===== src/rtl/alu_pkg.sv =====
// Shared ALU definitions: controller state encoding for the bit-serial datapath.
package alu_pkg;

    typedef enum logic [1:0] {
        IDLE = 2'd0,
        RUN  = 2'd1,
        DONE = 2'd2
    } ctrl_state_t;

endpackage : alu_pkg


===== src/rtl/fadder.sv =====
// One-bit full adder cell, shared by the bit-serial adder/subtractor.
module fadder (
    input  logic i_a,
    input  logic i_b,
    input  logic i_cin,
    output logic o_sum,
    output logic o_cout
);

    assign o_sum  = i_a ^ i_b ^ i_cin;
    assign o_cout = (i_a & i_b) | (i_a & i_cin) | (i_b & i_cin);

endmodule : fadder


===== src/rtl/serial_addsub_ctrl.sv =====
// Bit-serial N-bit adder/subtractor: one full-adder cell walks the operands
// LSB first over N cycles, with a start/ready/done handshake around it.
// Subtraction is A + ~B + 1, with the +1 injected as the initial carry.
module serial_addsub_ctrl
    import alu_pkg::*;
#(
    parameter int N = 32
) (
    input  logic         clk,
    input  logic         rst,
    input  logic         start,
    input  logic         sub,
    input  logic [N-1:0] A,
    input  logic [N-1:0] B,
    output logic         ready,
    output logic         busy,
    output logic         done,
    output logic [N-1:0] Sum,
    output logic         Cout,
    output logic         Ovf
);

    localparam int CW = $clog2(N);
    localparam logic [CW-1:0] LAST_BIT = CW'(N - 1);

    ctrl_state_t   r_state;
    ctrl_state_t   w_state_nxt;
    logic [N-1:0]  r_opa;
    logic [N-1:0]  r_opb;
    logic [N-1:0]  r_result;
    logic          r_carry;
    logic [CW-1:0] r_count;
    logic          w_fa_sum;
    logic          w_fa_cout;
    logic          w_last;

    assign w_last = (r_count == LAST_BIT);

    fadder u_fadder (
        .i_a    (r_opa[0]),
        .i_b    (r_opb[0]),
        .i_cin  (r_carry),
        .o_sum  (w_fa_sum),
        .o_cout (w_fa_cout)
    );

    assign ready = (r_state == IDLE);
    assign busy  = (r_state == RUN);
    assign done  = (r_state == DONE);

    // State register; reset aborts any operation in flight.
    always_ff @(posedge clk) begin
        if (rst) begin
            r_state <= IDLE;
        end else begin
            r_state <= w_state_nxt;
        end
    end

    // Next-state logic: start is only looked at in IDLE, so it cannot queue.
    always_comb begin
        w_state_nxt = r_state;
        case (r_state)
            IDLE:    if (start)  w_state_nxt = RUN;
            RUN:     if (w_last) w_state_nxt = DONE;
            DONE:    w_state_nxt = IDLE;
            default: w_state_nxt = IDLE;
        endcase
    end

    // Serial datapath: capture operands on accept, shift one bit per RUN cycle.
    always_ff @(posedge clk) begin
        if (rst) begin
            r_carry  <= 1'b0;
            r_count  <= '0;
            r_result <= '0;
        end else if (r_state == IDLE && start) begin
            r_opa    <= A;
            r_opb    <= B ^ {N{sub}};
            r_carry  <= sub;
            r_count  <= '0;
            r_result <= '0;
        end else if (r_state == RUN) begin
            r_result <= {w_fa_sum, r_result[N-1:1]};
            r_opa    <= {1'b0, r_opa[N-1:1]};
            r_opb    <= {1'b0, r_opb[N-1:1]};
            r_carry  <= w_fa_cout;
            if (!w_last) begin
                r_count <= r_count + 1'b1;
            end
        end
    end

    // Result outputs update only on the final RUN edge and hold until the next one.
    // On that edge r_carry is the carry into the MSB and w_fa_cout the carry out.
    always_ff @(posedge clk) begin
        if (rst) begin
            Sum  <= '0;
            Cout <= 1'b0;
            Ovf  <= 1'b0;
        end else if (r_state == RUN && w_last) begin
            Sum  <= {w_fa_sum, r_result[N-1:1]};
            Cout <= w_fa_cout;
            Ovf  <= r_carry ^ w_fa_cout;
        end
    end

endmodule : serial_addsub_ctrl


===== config.mk =====
export PLATFORM = sky130hd
export DESIGN_NAME = serial_addsub_ctrl
export DESIGN_NICKNAME = d
export VERILOG_FILES = /design/src/rtl/alu_pkg.sv /design/src/rtl/fadder.sv /design/src/rtl/serial_addsub_ctrl.sv
export SDC_FILE = /design/constraint.sdc
export NUM_CORES = 1
export LEC_CHECK = 0
export ABC_CLOCK_PERIOD_IN_PS = 6700
export BUFFER_PORTS_ARGS = -buffer_cell sky130_fd_sc_hd__buf_2
export CAP_MARGIN = 40
export CORE_UTILIZATION = 50
export CTS_CLUSTER_DIAMETER = 200
export CTS_CLUSTER_SIZE = 28
export DETAILED_ROUTE_END_ITERATION = 10
export PLACE_DENSITY = 0.73
export SETUP_SLACK_MARGIN = 0.2
export SKIP_CTS_REPAIR_TIMING = 1
export SYNTH_ARGS = -nofsm -noshare
export SYNTH_HDL_FRONTEND = slang
export SYNTH_SLANG_ARGS = --single-unit

===== constraint.sdc =====
create_clock -name clk -period 6.7 [get_ports clk]
set_input_delay 0.335 -clock clk [delete_from_list [all_inputs] [get_ports clk]]
set_output_delay 0.335 -clock clk [all_outputs]
set_load 0.005 [all_outputs]

==> flow_summary.json, run 1 <==
{
  "status": "completed",
  "skew_ns": 0.006543,
  "nets": 634,
  "wl_um": 9768,
  "coreArea_um2": 10510,
  "dp.cells": 680,
  "rsz0062_at_grt": "false",
  "internal_power_mw": 1.443,
  "required_ns": 6.36,
  "crit_fanout": 37,
  "worstPathArrival_ns": 2.18,
  "fin_cells": 713,
  "drc_errors": 0,
  "dp_slack_ns": 4.255,
  "max_stage_delay_ns": 0.56,
  "startpoint_type": "register",
  "maxSlewViolCount": 0,
  "via_per_inst": 5.126,
  "crit_path_end_kind": "output port",
  "place_congestion": 0.7219,
  "switching_share_pct": 22.84,
  "first_iter_violations": 153,
  "min_to": "r_opa[31]$_SDFFCE_PN0P_",
  "initial_core_util_pct": 52.27,
  "synth-seq-cells": 137,
  "synth.avg_cell_area_um2": 11.69,
  "die_h_um": 106.8,
  "placed_cell_area_um2": 6067,
  "clock_path_buffers": 2,
  "ioPinCount": 105,
  "crit_family": "buffers and inverters",
  "clkLatencyLatePin_ns": 0.52,
  "synth_edf_count": 64,
  "grt.overflow.total": 0,
  "grt_max_degree": 81,
  "setup_viol": 0,
  "timing.rr.start": "r_state[1]$_SDFFE_PP0P_",
  "die-area_um2": 11410,
  "syn_nets": 541,
  "synth-seq-area-share_pct": 61.59,
  "fin_crit_sh_pct": 37.52,
  "path_cells": "nand2b_4 -> inv_2 -> buf_2",
  "grt_pass1_vias": 3539,
  "rows": 37,
  "antenna_found_initial": 1,
  "worst_slew_pin_slew_ns": 0.8308,
  "drtPass1Iterations": 5,
  "die_width_um": 106.8,
  "post-route-util_pct": 62.61,
  "finalHoldWorstSlack_ns": 0.1091,
  "htree_levels": 4,
  "hpwl_um": 6389,
  "cpMaxStageDelayCell": "dfxtp_1",
  "holdPathStages": 2,
  "maxCapViolations": 0,
  "slew_headroom_pct": 44.61,
  "syn_to_final_growth_pct": 19.79,
  "total_power_mw": 1.870,
  "p_switching_uw": 427.1,
  "cts_root_buf": "clkbuf_8",
  "tns_ns": 0,
  "r2r_cells": 4,
  "numPortBuffers": 104,
  "path_clk_slew_ns": 0.06,
  "timing_hold_violations_final": 0,
  "timing.fmax_mhz": 397.8,
  "setup_ws_ns": 4.186,
  "reg2reg_to": "Sum[28]$_SDFFE_PP0P_",
  "cts_tree": "done",
  "async_reset_ff_share_pct": 0,
  "drive_above_1_share_pct": 31.08,
  "grt_usage_pct": 18.41,
  "syn-cell-area_um2": 5493,
  "vdd_drop_max_v": 0.0002342,
  "rrSetupSlack_ns": 4.23,
  "post_drt_wl_per_cell_um": 13.70,
  "path_buf_inv": 2,
  "cts_made_buffers": 17,
  "cts_sinks": 137,
  "p_seq_share_pct": 49.8,
  "fillers": 836,
  "fin_area_um2": 6580,
  "grt_pass1_wl_um": 16290,
  "final.min_clock_period_ns": 2.514,
  "p_clk_share_pct": 42.5,
  "ant_nets": 0,
  "ys_warn_count": 0,
  "vias": 3655,
  "min_path_type": "input pin to register",
  "combinationalPowerShare_pct": 7.8,
  "path_class": "register to output port",
  "synthFlopType": "dfxtp_1",
  "power_density_nw_per_um2": 284.2,
  "min_from": "A[31]",
  "ys_types": 34,
  "p_leak_nw": 2.497,
  "syn_inst": 470
}
## kinds of logic (layout without fill, tap and decap cells)
kind of cell / Yosys count / after routing / synth area share (%)
flops: 137 / 137 / 61.59
simple gates: 121 / 121 / 9.431
compound gates: 106 / 106 / 12.28
buf+inv: 37 / 143 / 3.941
xor+xnor: 35 / 35 / 5.581
mux: 31 / 31 / 6.355
fa+ha+maj: 3 / 3 / 0.8200
other cells: 0 / 1 / 0
## cells in the mapped netlist (3+ instances only)
library cell / n / share of area, %
nand2_1: 66 / 4.5
xnor2_1: 33 / 5.3
a22o_1: 32 / 5.1
dfxtp_1: 73 / 27
buf_6: 5 / 1.0
nor2_1: 40 / 2.7
a21oi_1: 68 / 6.2
buf_2: 20 / 1.8
mux2_2: 31 / 6.4
buf_4: 4 / 0.55
edfxtp_1: 64 / 35
clkbuf_1: 6 / 0.41
nand3_1: 3 / 0.27
## worst max-delay path by stage
stage          cells after the start                    to               startpoint  slack [ns]
6_report                           3                  busy  r_state[0]$_SDFFE_PP0P_        4.19
4_1_cts                            3                  busy  r_state[0]$_SDFFE_PP0P_        4.16
3_3_place_gp                       6  Sum[23]$_SDFFE_PP0P_  r_count[0]$_SDFFE_PP0P_        4.28
2_1_floorplan                      2    r_opa[0]$_DFFE_PP_                      rst        1.18
3_5_place_dp                       4  Sum[10]$_SDFFE_PP0P_  r_state[1]$_SDFFE_PP0P_        4.26
5_1_grt                            3                  busy  r_state[0]$_SDFFE_PP0P_        4.00
## power groups by stage
stage | combinational [mW] | sequential [mW] | clock, mW
after global placement | 0.137 | 0.946 | 0
after global routing | 0.162 | 0.933 | 0.847
after floorplan | 0.110 | 0.946 | 0
after detailed placement | 0.146 | 0.948 | 0
final | 0.145 | 0.931 | 0.795
after CTS | 0.147 | 0.931 | 0.812
## worst register-to-register path, stage by stage (launching register included)
cell,delay [ns]
dfxtp_1,0.56
nand2b_4,0.46
inv_2,0.37
a21oi_4,0.74
a22o_1,0.27
## state kept, by name (all words and copies together) (netlist names)
name and flops:
r_opb 32, r_result 31, Sum 32, r_opa 32, r_state 2, Ovf 1, r_carry 1, r_count 5
Cout 1
## cell usage in the layout, fill, tap and decap left out, types with 4 or more instances in the layout
| cell | n |
|---|---|
| a21oi_1 | 68 |
| a22o_1 | 32 |
| buf_2 | 104 |
| clkbuf_16 | 16 |
| clkinv_2 | 4 |
| clkinvlp_4 | 4 |
| dfxtp_1 | 73 |
| edfxtp_1 | 64 |
| mux2_2 | 31 |
| nand2_1 | 66 |
| nor2_1 | 39 |
| xnor2_1 | 33 |
## routing by layer
| metal | track usage, % | routed length (µm) |
|---|---|---|
| met5 | 0 | 0 |
| met2 | 29.40 | 4548 |
| met4 | 7.339 | 110 |
| met3 | 6.505 | 571 |
| met1 | 22.79 | 4538 |
## layout make-up
type / instances / area (µm²) / area share (%)
diodes: 1 / 2.502 / 0.03803
flip-flops and latches: 137 / 3383 / 51.42
clock buffers: 19 / 431.7 / 6.560
clock inverters: 13 / 78.83 / 1.198
well taps: 136 / 170.2 / 2.586
inverters: 2 / 7.507 / 0.1141
multi-input cells: 296 / 1901 / 28.88
repair buffers: 109 / 605.6 / 9.203
Note: power is estimated with default switching activity, not from simulation.
==> run 2, diff against run 1 <==
Settings changed: ABC_AREA from default to 1, ABC_CLOCK_PERIOD_IN_PS 6700 to 2150, PLACE_DENSITY 0.73 to 0.76.
Clock period 6.7 ns to 2.15 ns, I/O delays scaled along.
==> flow_summary.json, run 2 <==
{
  "synth_adder_area_share_pct": 0.8141,
  "syn_nets": 680,
  "vdd_drop_max_v": 0.0005027,
  "worstPathArrival_ns": 1.57,
  "async_reset_ff_share_pct": 0,
  "ys_warn_count": 0,
  "min_to": "r_opb[27]$_DFFE_PP_",
  "die_width_um": 107.2,
  "startpoint_type": "register",
  "ant_nets": 0,
  "skew_ns": 0.01253,
  "htree_levels": 4,
  "grt_usage_pct": 20.13,
  "synthXorXnorAreaFrac_pct": 5.224,
  "min_path_type": "input pin to register",
  "wl_um": 12850,
  "die_h_um": 107.2,
  "p_switching_mw": 1.446,
  "syn-cell-area_um2": 5533,
  "fin_crit_sh_pct": 78.04,
  "hpwl_um": 6694,
  "grt_pass1_vias": 3975,
  "yosysTopAreaCell": "edfxtp_1",
  "diodes": 0,
  "first_iter_violations": 267,
  "clock_path_buffers": 2,
  "most-common-layout-cells": "268 x nand2_1, 104 x buf_2, 71 x dfxtp_1",
  "p_leak_nw": 3.165,
  "place_congestion": 0.7366,
  "finalHoldWorstSlack_ns": -0.04416,
  "largestRegisters": "Sum x32, r_opa x32, r_opb x32",
  "maxCapViolations": 0,
  "clkLatencyLatePin_ns": 0.54,
  "rows": 38,
  "synth-seq-area-share_pct": 61.15,
  "p_seq_share_pct": 45.3,
  "ioPinCount": 105,
  "power_density_nw_per_um2": 872.6,
  "grt_pass1_wl_um": 17840,
  "synth_top_area_share_pct": 34.74,
  "rsz0062_at_grt": "false",
  "fin_cells": 915,
  "synthFlopType": "dfxtp_1",
  "p_clk_share_pct": 46.1,
  "setup_viol": 0,
  "post-route-util_pct": 68.19,
  "final.min_clock_period_ns": 1.678,
  "drc_errors": 0,
  "grt_max_degree": 65,
  "grt.overflow.total": 0,
  "syn_inst": 609,
  "synth-seq-cells": 137,
  "final_common_cell": "nand2_1",
  "cts_root_buf": "clkbuf_8",
  "numPortBuffers": 104,
  "synth_top_family_by_area": "simple AND/OR/NAND/NOR gates",
  "required_ns": 2.04,
  "crit_path_end_kind": "output port",
  "violations": "hold timing",
  "ys_top_cells_by_count": "269 x nand2_1, 73 x dfxtp_1, 64 x edfxtp_1, 41 x a21oi_1, 36 x nand3_1",
  "timing_hold_violations_final": 8,
  "r2r_cells": 10,
  "dp_slack_ns": 0.4035,
  "path_class": "register to output port",
  "internal_power_mw": 4.976,
  "setup_ws_ns": 0.4721,
  "synth.area.mux_share_pct": 0,
  "ys_types": 20,
  "status": "complete, but fails checks",
  "drtPass1Iterations": 5,
  "crit_fanout": 33,
  "syn_to_final_growth_pct": 33.02,
  "slew_headroom_pct": 61.41,
  "vias": 4572,
  "synth_area_leaders": "edfxtp_1 35%, dfxtp_1 26%, nand2_1 18%",
  "total_power_mw": 6.422,
  "dp.cells": 827,
  "antenna_found_initial": 0,
  "combinationalPowerShare_pct": 8.6,
  "coreArea_um2": 10790,
  "rrSetupSlack_ns": 0.54,
  "yosys.area_share.simple_pct": 22.64,
  "cts_tree": "done",
  "drive_above_1_share_pct": 20.52,
  "cts_sinks": 137,
  "nets": 833,
  "synth.avg_cell_area_um2": 9.085,
  "timing.rr.start": "r_count[1]$_SDFFE_PP0P_",
  "initial_core_util_pct": 51.26,
  "synth_compound_area_share_pct": 6.513,
  "synth.most_common_cell": "nand2_1",
  "timing.fmax_mhz": 596.0,
  "synth_edf_count": 64,
  "maxSlewViolCount": 0,
  "switching_share_pct": 22.52,
  "reg2reg_to": "Sum[1]$_SDFFE_PP0P_",
  "via_per_inst": 4.997,
  "post_drt_wl_per_cell_um": 14.04,
  "path_clk_slew_ns": 0.06,
  "worst_slew_pin_slew_ns": 0.5780,
  "cts_made_buffers": 17,
  "min_from": "B[27]",
  "holdPathStages": 3,
  "die-area_um2": 11490
}
run 2: cell families (layout without fill, tap and decap cells):
logic type / count (synthesis) / after routing
xor gates and xnor gates: 33 / 33
DFF: 137 / 137
AOI/OAI and AO/OA: 72 / 72
and+or+nand+nor: 317 / 317
buffers and inverters: 47 / 213
adders and majority gates: 3 / 3
run 2: power groups by stage:
| stage | combinational [mW] | clock (mW) | sequential, mW |
|---|---|---|---|
| 2_1_floorplan | 0.314 | 0 | 2.95 |
| 3_3_place_gp | 0.442 | 0 | 2.95 |
| 3_5_place_dp | 0.457 | 0 | 2.96 |
| 4_1_cts | 0.458 | 3.00 | 2.90 |
| 5_1_grt | 0.614 | 3.10 | 2.92 |
| 6_report | 0.554 | 2.96 | 2.91 |
run 2: layout make-up:
class	instances	area, µm²
sequential	137	3386
inverter	12	47.55
timing repair buffer	169	1161
tap	140	175.2
fill	786	3433
clock buffer	24	544.3
clock inverter	8	75.07
multi-input combinational	425	1971
run 2: layer usage:
metal | vias to the layer above | track usage [%] | part of all wire [%]
met5 | - | 0 | 0
met4 | 0 | 7.926 | 1.1
met3 | 16 | 7.173 | 6.1
met2 | 151 | 32.21 | 50
met1 | 2114 | 24.80 | 42
li1 | 2291 | - | -
run 2: worst max-delay path by stage:
| stage | startpoint | endpoint | slack (ns) |
|---|---|---|---|
| global route | r_count[1]$_SDFFE_PP0P_ | Sum[15]$_SDFFE_PP0P_ | 0.33 |
| CTS | r_count[1]$_SDFFE_PP0P_ | Sum[1]$_SDFFE_PP0P_ | 0.39 |
| detailed placement | r_count[1]$_SDFFE_PP0P_ | Sum[24]$_SDFFE_PP0P_ | 0.40 |
| global placement | r_count[0]$_SDFFE_PP0P_ | Sum[16]$_SDFFE_PP0P_ | 0.51 |
| floorplan | r_state[1]$_SDFFE_PP0P_ | r_opa[0]$_DFFE_PP_ | -0.07 |
| finish | r_state[0]$_SDFFE_PP0P_ | busy | 0.47 |
run 2: worst max-delay path: stages (launching register included):
cell and delay [ns]:
dfxtp_2 0.39, inv_2 0.06, nor2_4 0.09, buf_4 0.32
buf_2 0.18
run 2: metrics by stage:
step / cell area [µm²] / setup TNS, ns
after global routing: 7360 / 0
after detailed placement: 6177 / 0
after floorplan: 5570 / -4.574
after CTS: 6797 / 0
after global placement: 6177 / 0
final: 7360 / 0
